--- config.mk ---
export PLATFORM = sky130hd
export DESIGN_NAME = seq_divider
export DESIGN_NICKNAME = d
export VERILOG_FILES = /design/src/rtl/seq_divider.sv
export SDC_FILE = /design/constraint.sdc
export NUM_CORES = 1
export LEC_CHECK = 0
export BUFFER_PORTS_ARGS = -buffer_cell sky130_fd_sc_hd__buf_4
export CAP_MARGIN = 20
export CELL_PAD_IN_SITES_DETAIL_PLACEMENT = 0
export CELL_PAD_IN_SITES_GLOBAL_PLACEMENT = 1
export CORE_UTILIZATION = 42
export CTS_CLUSTER_DIAMETER = 60
export CTS_CLUSTER_SIZE = 20
export DETAILED_ROUTE_END_ITERATION = 10
export GPL_ROUTABILITY_DRIVEN = 0
export PLACE_DENSITY = 0.85
export SLEW_MARGIN = 20
export SYNTH_ARGS = -nofsm -noshare
export SYNTH_HDL_FRONTEND = slang
export SYNTH_SLANG_ARGS = --single-unit
--- constraint.sdc ---
create_clock -name clk -period 3.6 [get_ports clk]
set_clock_uncertainty 0.15 [all_clocks]
set_input_delay 0.72 -clock clk [delete_from_list [all_inputs] [get_ports clk]]
set_output_delay 0.72 -clock clk [all_outputs]
set_load 0.1 [all_outputs]
--- src/rtl/seq_divider.sv ---
// -----------------------------------------------------------------------------
// seq_divider
//
// Iterative signed divider for the multicycle CPU (MIPS DIV). Operands come
// from the A/B registers; the remainder goes to HI and the quotient to LO.
// The divider uses a restoring algorithm on magnitudes and produces one
// quotient bit per clock. Signs are applied afterwards.
//
// Ports
//   clk       in   1      system clock, rising edge
//   reset     in   1      asynchronous, active-low reset
//   start     in   1      request; sampled only while idle
//   dividend  in   WIDTH  signed dividend, captured with start
//   divisor   in   WIDTH  signed divisor, captured with start
//   hi        out  WIDTH  remainder (sign of dividend), registered
//   lo        out  WIDTH  quotient (truncated toward zero), registered
//   busy      out  1      high whenever the FSM is not idle
//   done      out  1      one-cycle pulse: result or zero fault ready
//   div_zero  out  1      one-cycle pulse, coincident with done, on divisor==0
//
// Timing, with start seen at edge E0:
//   normal path: done is high in the cycle after edge E0+WIDTH+3
//   zero divisor: done is high in the cycle after edge E0+2
// -----------------------------------------------------------------------------
module seq_divider #(
    parameter int unsigned WIDTH = 32
) (
    input  logic             clk,
    input  logic             reset,
    input  logic             start,
    input  logic [WIDTH-1:0] dividend,
    input  logic [WIDTH-1:0] divisor,
    output logic [WIDTH-1:0] hi,
    output logic [WIDTH-1:0] lo,
    output logic             busy,
    output logic             done,
    output logic             div_zero
);

    localparam int unsigned CntW = $clog2(WIDTH) + 1;

    localparam logic [2:0] StIdle = 3'd0;
    localparam logic [2:0] StLoad = 3'd1;
    localparam logic [2:0] StRun  = 3'd2;
    localparam logic [2:0] StFix  = 3'd3;
    localparam logic [2:0] StDone = 3'd4;

    // State and datapath registers
    logic [2:0]       stateQ, stateD;
    logic [WIDTH-1:0] opAQ, opAD;       // captured dividend
    logic [WIDTH-1:0] opBQ, opBD;       // captured divisor
    logic [WIDTH-1:0] quoQ, quoD;       // |dividend| shifting out, quotient shifting in
    logic [WIDTH-1:0] remQ, remD;       // partial remainder
    logic [WIDTH-1:0] dvsrQ, dvsrD;     // |divisor|
    logic [CntW-1:0]  cntQ, cntD;
    logic             negQuoQ, negQuoD;
    logic             negRemQ, negRemD;
    logic             zeroQ, zeroD;
    logic [WIDTH-1:0] hiQ, hiD;
    logic [WIDTH-1:0] loQ, loD;
    logic             doneQ, doneD;
    logic             divZeroQ, divZeroD;

    // One restoring step: shift the next dividend bit into the remainder and
    // try to subtract. The extra top bit keeps the compare exact when the
    // divisor magnitude is 2^(WIDTH-1).
    logic [WIDTH:0]   trial;
    logic [WIDTH-1:0] diff;
    logic             fits;

    assign trial = {remQ, quoQ[WIDTH-1]};
    assign fits  = (trial >= {1'b0, dvsrQ});
    // Only used when fits, so the result always lands below dvsrQ.
    assign diff  = trial[WIDTH-1:0] - dvsrQ;

    always_comb begin
        stateD   = stateQ;
        opAD     = opAQ;
        opBD     = opBQ;
        quoD     = quoQ;
        remD     = remQ;
        dvsrD    = dvsrQ;
        cntD     = cntQ;
        negQuoD  = negQuoQ;
        negRemD  = negRemQ;
        zeroD    = zeroQ;
        hiD      = hiQ;
        loD      = loQ;
        doneD    = 1'b0;
        divZeroD = 1'b0;

        case (stateQ)
            StIdle: begin
                if (start) begin
                    opAD   = dividend;
                    opBD   = divisor;
                    stateD = StLoad;
                end
            end

            StLoad: begin
                if (opBQ == '0) begin
                    // Fault path leaves hi/lo untouched.
                    zeroD  = 1'b1;
                    stateD = StDone;
                end else begin
                    // Negating the most negative value wraps to itself, which
                    // read as unsigned is exactly its magnitude.
                    quoD    = opAQ[WIDTH-1] ? -opAQ : opAQ;
                    dvsrD   = opBQ[WIDTH-1] ? -opBQ : opBQ;
                    negQuoD = opAQ[WIDTH-1] ^ opBQ[WIDTH-1];
                    negRemD = opAQ[WIDTH-1];
                    remD    = '0;
                    cntD    = CntW'(WIDTH);
                    zeroD   = 1'b0;
                    stateD  = StRun;
                end
            end

            StRun: begin
                if (fits) begin
                    remD = diff;
                    quoD = {quoQ[WIDTH-2:0], 1'b1};
                end else begin
                    remD = trial[WIDTH-1:0];
                    quoD = {quoQ[WIDTH-2:0], 1'b0};
                end
                cntD = cntQ - CntW'(1);
                if (cntQ == CntW'(1)) begin
                    stateD = StFix;
                end
            end

            StFix: begin
                loD    = negQuoQ ? -quoQ : quoQ;
                hiD    = negRemQ ? -remQ : remQ;
                stateD = StDone;
            end

            StDone: begin
                // done/div_zero are registered here so they appear one cycle
                // later, together with the return to idle.
                doneD    = 1'b1;
                divZeroD = zeroQ;
                stateD   = StIdle;
            end

            default: begin
                stateD = StIdle;
            end
        endcase
    end

    always_ff @(posedge clk or negedge reset) begin
        if (!reset) begin
            stateQ   <= StIdle;
            opAQ     <= '0;
            opBQ     <= '0;
            quoQ     <= '0;
            remQ     <= '0;
            dvsrQ    <= '0;
            cntQ     <= '0;
            negQuoQ  <= 1'b0;
            negRemQ  <= 1'b0;
            zeroQ    <= 1'b0;
            hiQ      <= '0;
            loQ      <= '0;
            doneQ    <= 1'b0;
            divZeroQ <= 1'b0;
        end else begin
            stateQ   <= stateD;
            opAQ     <= opAD;
            opBQ     <= opBD;
            quoQ     <= quoD;
            remQ     <= remD;
            dvsrQ    <= dvsrD;
            cntQ     <= cntD;
            negQuoQ  <= negQuoD;
            negRemQ  <= negRemD;
            zeroQ    <= zeroD;
            hiQ      <= hiD;
            loQ      <= loD;
            doneQ    <= doneD;
            divZeroQ <= divZeroD;
        end
    end

    assign hi       = hiQ;
    assign lo       = loQ;
    assign busy     = (stateQ != StIdle);
    assign done     = doneQ;
    assign div_zero = divZeroQ;

endmodule

==> impl_metrics.py <==
metrics = {
    "outcome": {
        "status": "complete, no violations",
    },
    "final_layout": {
        "seq_area_um2": 5960,
        "num_antenna_cells": 0,
        "layout-drive-gt1-share_pct": 19.9,
        "fin_nets": 1644,
        "fin_cells": 1950,
        "syn2layout_area_growth_pct": 18.2,
        "multi_input_area_um2": 6890,
        "nFillCells": 2932,
    },
    "logic_synthesis": {
        "syn_nets": 1518,
        "synth-edff-count": 0,
        "synth_area_um2": 13300,
        "synth_seq_cells": 238,
        "yosys_warnings": 0,
        "syn_inst": 1412,
        "synthArstFlopShare_pct": 100,
        "synth.avg_cell_area_um2": 9.43,
        "synth-seq-area-share_pct": 44.7,
        "synth_cell_types": 61,
        "synth_ff_type": "dfrtp_1",
    },
    "power_and_ir_drop": {
        "power.density_nw_per_um2": 1060,
        "power.leakage_uw": 0.00709,
        "irDropWorstVdd_v": 0.000450,
        "p_total_uw": 16800,
    },
    "die": {
        "dieArea_um2": 32400,
        "rows": 64,
        "die_y_um": 180,
        "initial_core_util_pct": 43.1,
        "die_w_um": 180,
        "num_io_pins": 134,
        "core_um2": 30900,
    },
    "routing": {
        "drc": 0,
        "wl_per_cell_um": 16.6,
        "vias": 10413,
        "dr.pass1.iters": 5,
        "drtAntennaViolNets": 0,
        "drt_iter0_markers": 772,
        "viasPerCell": 5.34,
        "wirelength_mm": 32.3,
    },
    "clock_tree": {
        "clk_pin_slew_worst_paths_ns": 0.07,
        "cts_sinks": 238,
        "cts_tree": "built",
        "clk_path_buf_depth": 3,
        "htree_levels": 1,
        "clk-insertion-delay-late_ns": 0.52,
        "cts.root.buffer_cell": "clkbuf_16",
        "hold_buffers": 0,
        "cts_buffers": 23,
    },
    "grt": {
        "antenna_found_initial": 0,
        "track_usage_pct": 20.0,
        "grt_remaining_overflow": 0,
        "grt_pass1_wl_mm": 53.3,
        "grt_max_degree": 129,
        "grt_pass1_vias": 9841,
    },
    "critical_path": {
        "critPathTopFamily": "simple AND/OR/NAND/NOR gates",
        "r2r_cells": 9,
        "cp_slowest_cell": "or4_4",
        "required_ns": 3.84,
        "worst_setup_path_start_kind": "flop",
        "path_max_fanout": 3,
        "criticalPathCategory": "flop to flop",
        "cpMostUsedCell": "or4_4",
        "critPathMaxStageDelay_ns": 0.53,
        "r2r_end": "hi[29]",
        "r2r_start": "remQ[10]",
        "regToRegSetupSlack_ns": 0.06,
        "crit_start": "remQ[10]",
        "end_kind": "flop",
        "path_buf_inv": 0,
        "arrival_ns": 3.78,
        "path_cells": "or4_4, or2_1, or3_4, or3b_4, or4_4, or4_4, o31ai_4, xor2_1, o21ai_1",
        "path_depth": 9,
    },
    "sta": {
        "setup_ws_ns": 0.0602,
        "hold_viol": 0,
        "post-route-period-util_pct": 98.3,
        "tns_ns": 0,
        "fmax_ghz": 0.282,
        "rsz0062_at_grt": "true",
        "slew_headroom_pct": 41.0,
        "worst_pin_slew_ns": 0.886,
        "finalSetupViolCount": 0,
        "slew_viol_final": 0,
        "min_period_ns": 3.54,
    },
    "place": {
        "portBuffers": 133,
        "dpl_worst_slack_ns": 0.0262,
        "hpwl_mm": 24.1,
        "placedCellCount": 1907,
    },
    "run": {
        "max-cap-violations": 0,
    },
    "worst_hold_path": {
        "hp-class": "input port to asynchronous set/reset pin",
    },
}
layer usage:
layer  part of all wire (%)  global-route usage (%)
met1                     54                    32.7
met2                     40                    27.7
met3                    5.4                    2.97
met4                    1.3                    3.69
met5                      0                       0
worst max path at each step:
| stage | end |
|---|---|
| after global placement | hi[31] |
| after CTS | remQ[30] |
| after floorplan | hi[31] |
| after global routing | hi[31] |
| final | hi[29] |
| after detailed placement | remQ[30] |
layout make-up:
class | count | area share [%]
Inverter | 55 | 1.31
Sequential cell | 238 | 37.8
Multi-Input combinational cell | 1037 | 43.8
Timing Repair Buffer | 183 | 9.02
Clock buffer | 24 | 3.68
Clock inverter | 17 | 1.22
Tap cell | 396 | 3.15
Yosys cell counts, types with 15 or more instances:
| master | n | share of area, % |
|---|---|---|
| clkbuf_1 | 71 | 2.0 |
| ha_1 | 38 | 3.6 |
| nand3_1 | 17 | 0.64 |
| mux2_2 | 60 | 5.1 |
| o31ai_1 | 35 | 2.0 |
| inv_1 | 55 | 1.6 |
| or3_1 | 20 | 0.94 |
| xnor2_1 | 40 | 2.6 |
| nor2_1 | 51 | 1.4 |
| o21ai_0 | 197 | 7.4 |
| a21oi_1 | 52 | 2.0 |
| xor2_1 | 106 | 7.0 |
| nor3_1 | 15 | 0.56 |
| or4_1 | 25 | 1.4 |
| dfrtp_1 | 238 | 45 |
| a22oi_1 | 17 | 0.96 |
| nand2_1 | 193 | 5.4 |
through the flow:
step | utilization, % | hold WS [ns] | cell area [µm²]
after floorplan | - | 0.274 | 13300
after global placement | 48.2 | 0.308 | 14900
after detailed placement | 48.2 | 0.322 | 14900
after CTS | 50.7 | 0.0454 | 15700
after global routing | 50.9 | 0.0729 | 15700
final | 50.9 | 0.0123 | 15700
report_power, final:
part	leakage (µW)	total, µW	switching (µW)	internal [µW]
clock network	0.000368	2490	1180	1310
registers	0.00303	4900	1130	3770
logic	0.00369	9370	5970	3400
state kept, by name (all words and copies together) (netlist names), 3 cells and up:
name / cells
dvsrQ: 32
hi: 32
lo: 32
opAQ: 32
opBQ: 32
quoQ: 32
remQ: 32
cntQ: 6
stateQ: 3
cells by family (layout without fill, tap and decap cells):
logic type / Yosys count / after routing / synth area share (%)
muxes: 74 / 74 / 6.13
buffers and inverters: 137 / 279 / 4.14
AOI/OAI and AO/OA: 392 / 392 / 18.0
adders and majority gates: 39 / 39 / 3.72
and+or+nand+nor: 386 / 386 / 13.7
xor gates and xnor gates: 146 / 146 / 9.60
DFF: 238 / 238 / 44.7
layout by cell type (no fill, tap or decap), drive strengths merged, types with 4 or more instances in the layout:
| cell | netlist | routed |
|---|---|---|
| nand4 | 8 | 8 |
| nand2b | 11 | 11 |
| a22oi | 17 | 17 |
| o41ai | 13 | 13 |
| dfrtp | 238 | 238 |
| a31oi | 7 | 7 |
| mux2 | 60 | 60 |
| nand3 | 17 | 17 |
| nand2 | 193 | 193 |
| and3 | 6 | 6 |
| a221o | 14 | 14 |
| a211oi | 4 | 4 |
| o31ai | 37 | 37 |
| or2 | 6 | 6 |
| mux2i | 14 | 14 |
| ha | 38 | 38 |
| or3 | 20 | 20 |
| o21ai | 204 | 204 |
| o21a | 5 | 5 |
| o21bai | 6 | 6 |
| nor3 | 15 | 15 |
| nor2b | 8 | 8 |
| or4 | 27 | 27 |
| nor4 | 11 | 11 |
| buf | 8 | 183 |
| inv | 55 | 65 |
| a21oi | 52 | 52 |
| nor2 | 51 | 51 |
| xnor2 | 40 | 40 |
| a21o | 13 | 13 |
| a32oi | 4 | 4 |
| xor2 | 106 | 106 |
| clkbuf | 73 | 24 |
timing repair:
action / CTS / global route
buffers inserted: 0 / 2
setup endpoints to repair: 0 / 9
gates resized for setup: 0 / 9
No activity file was read; power rests on OpenSTA's default activity.
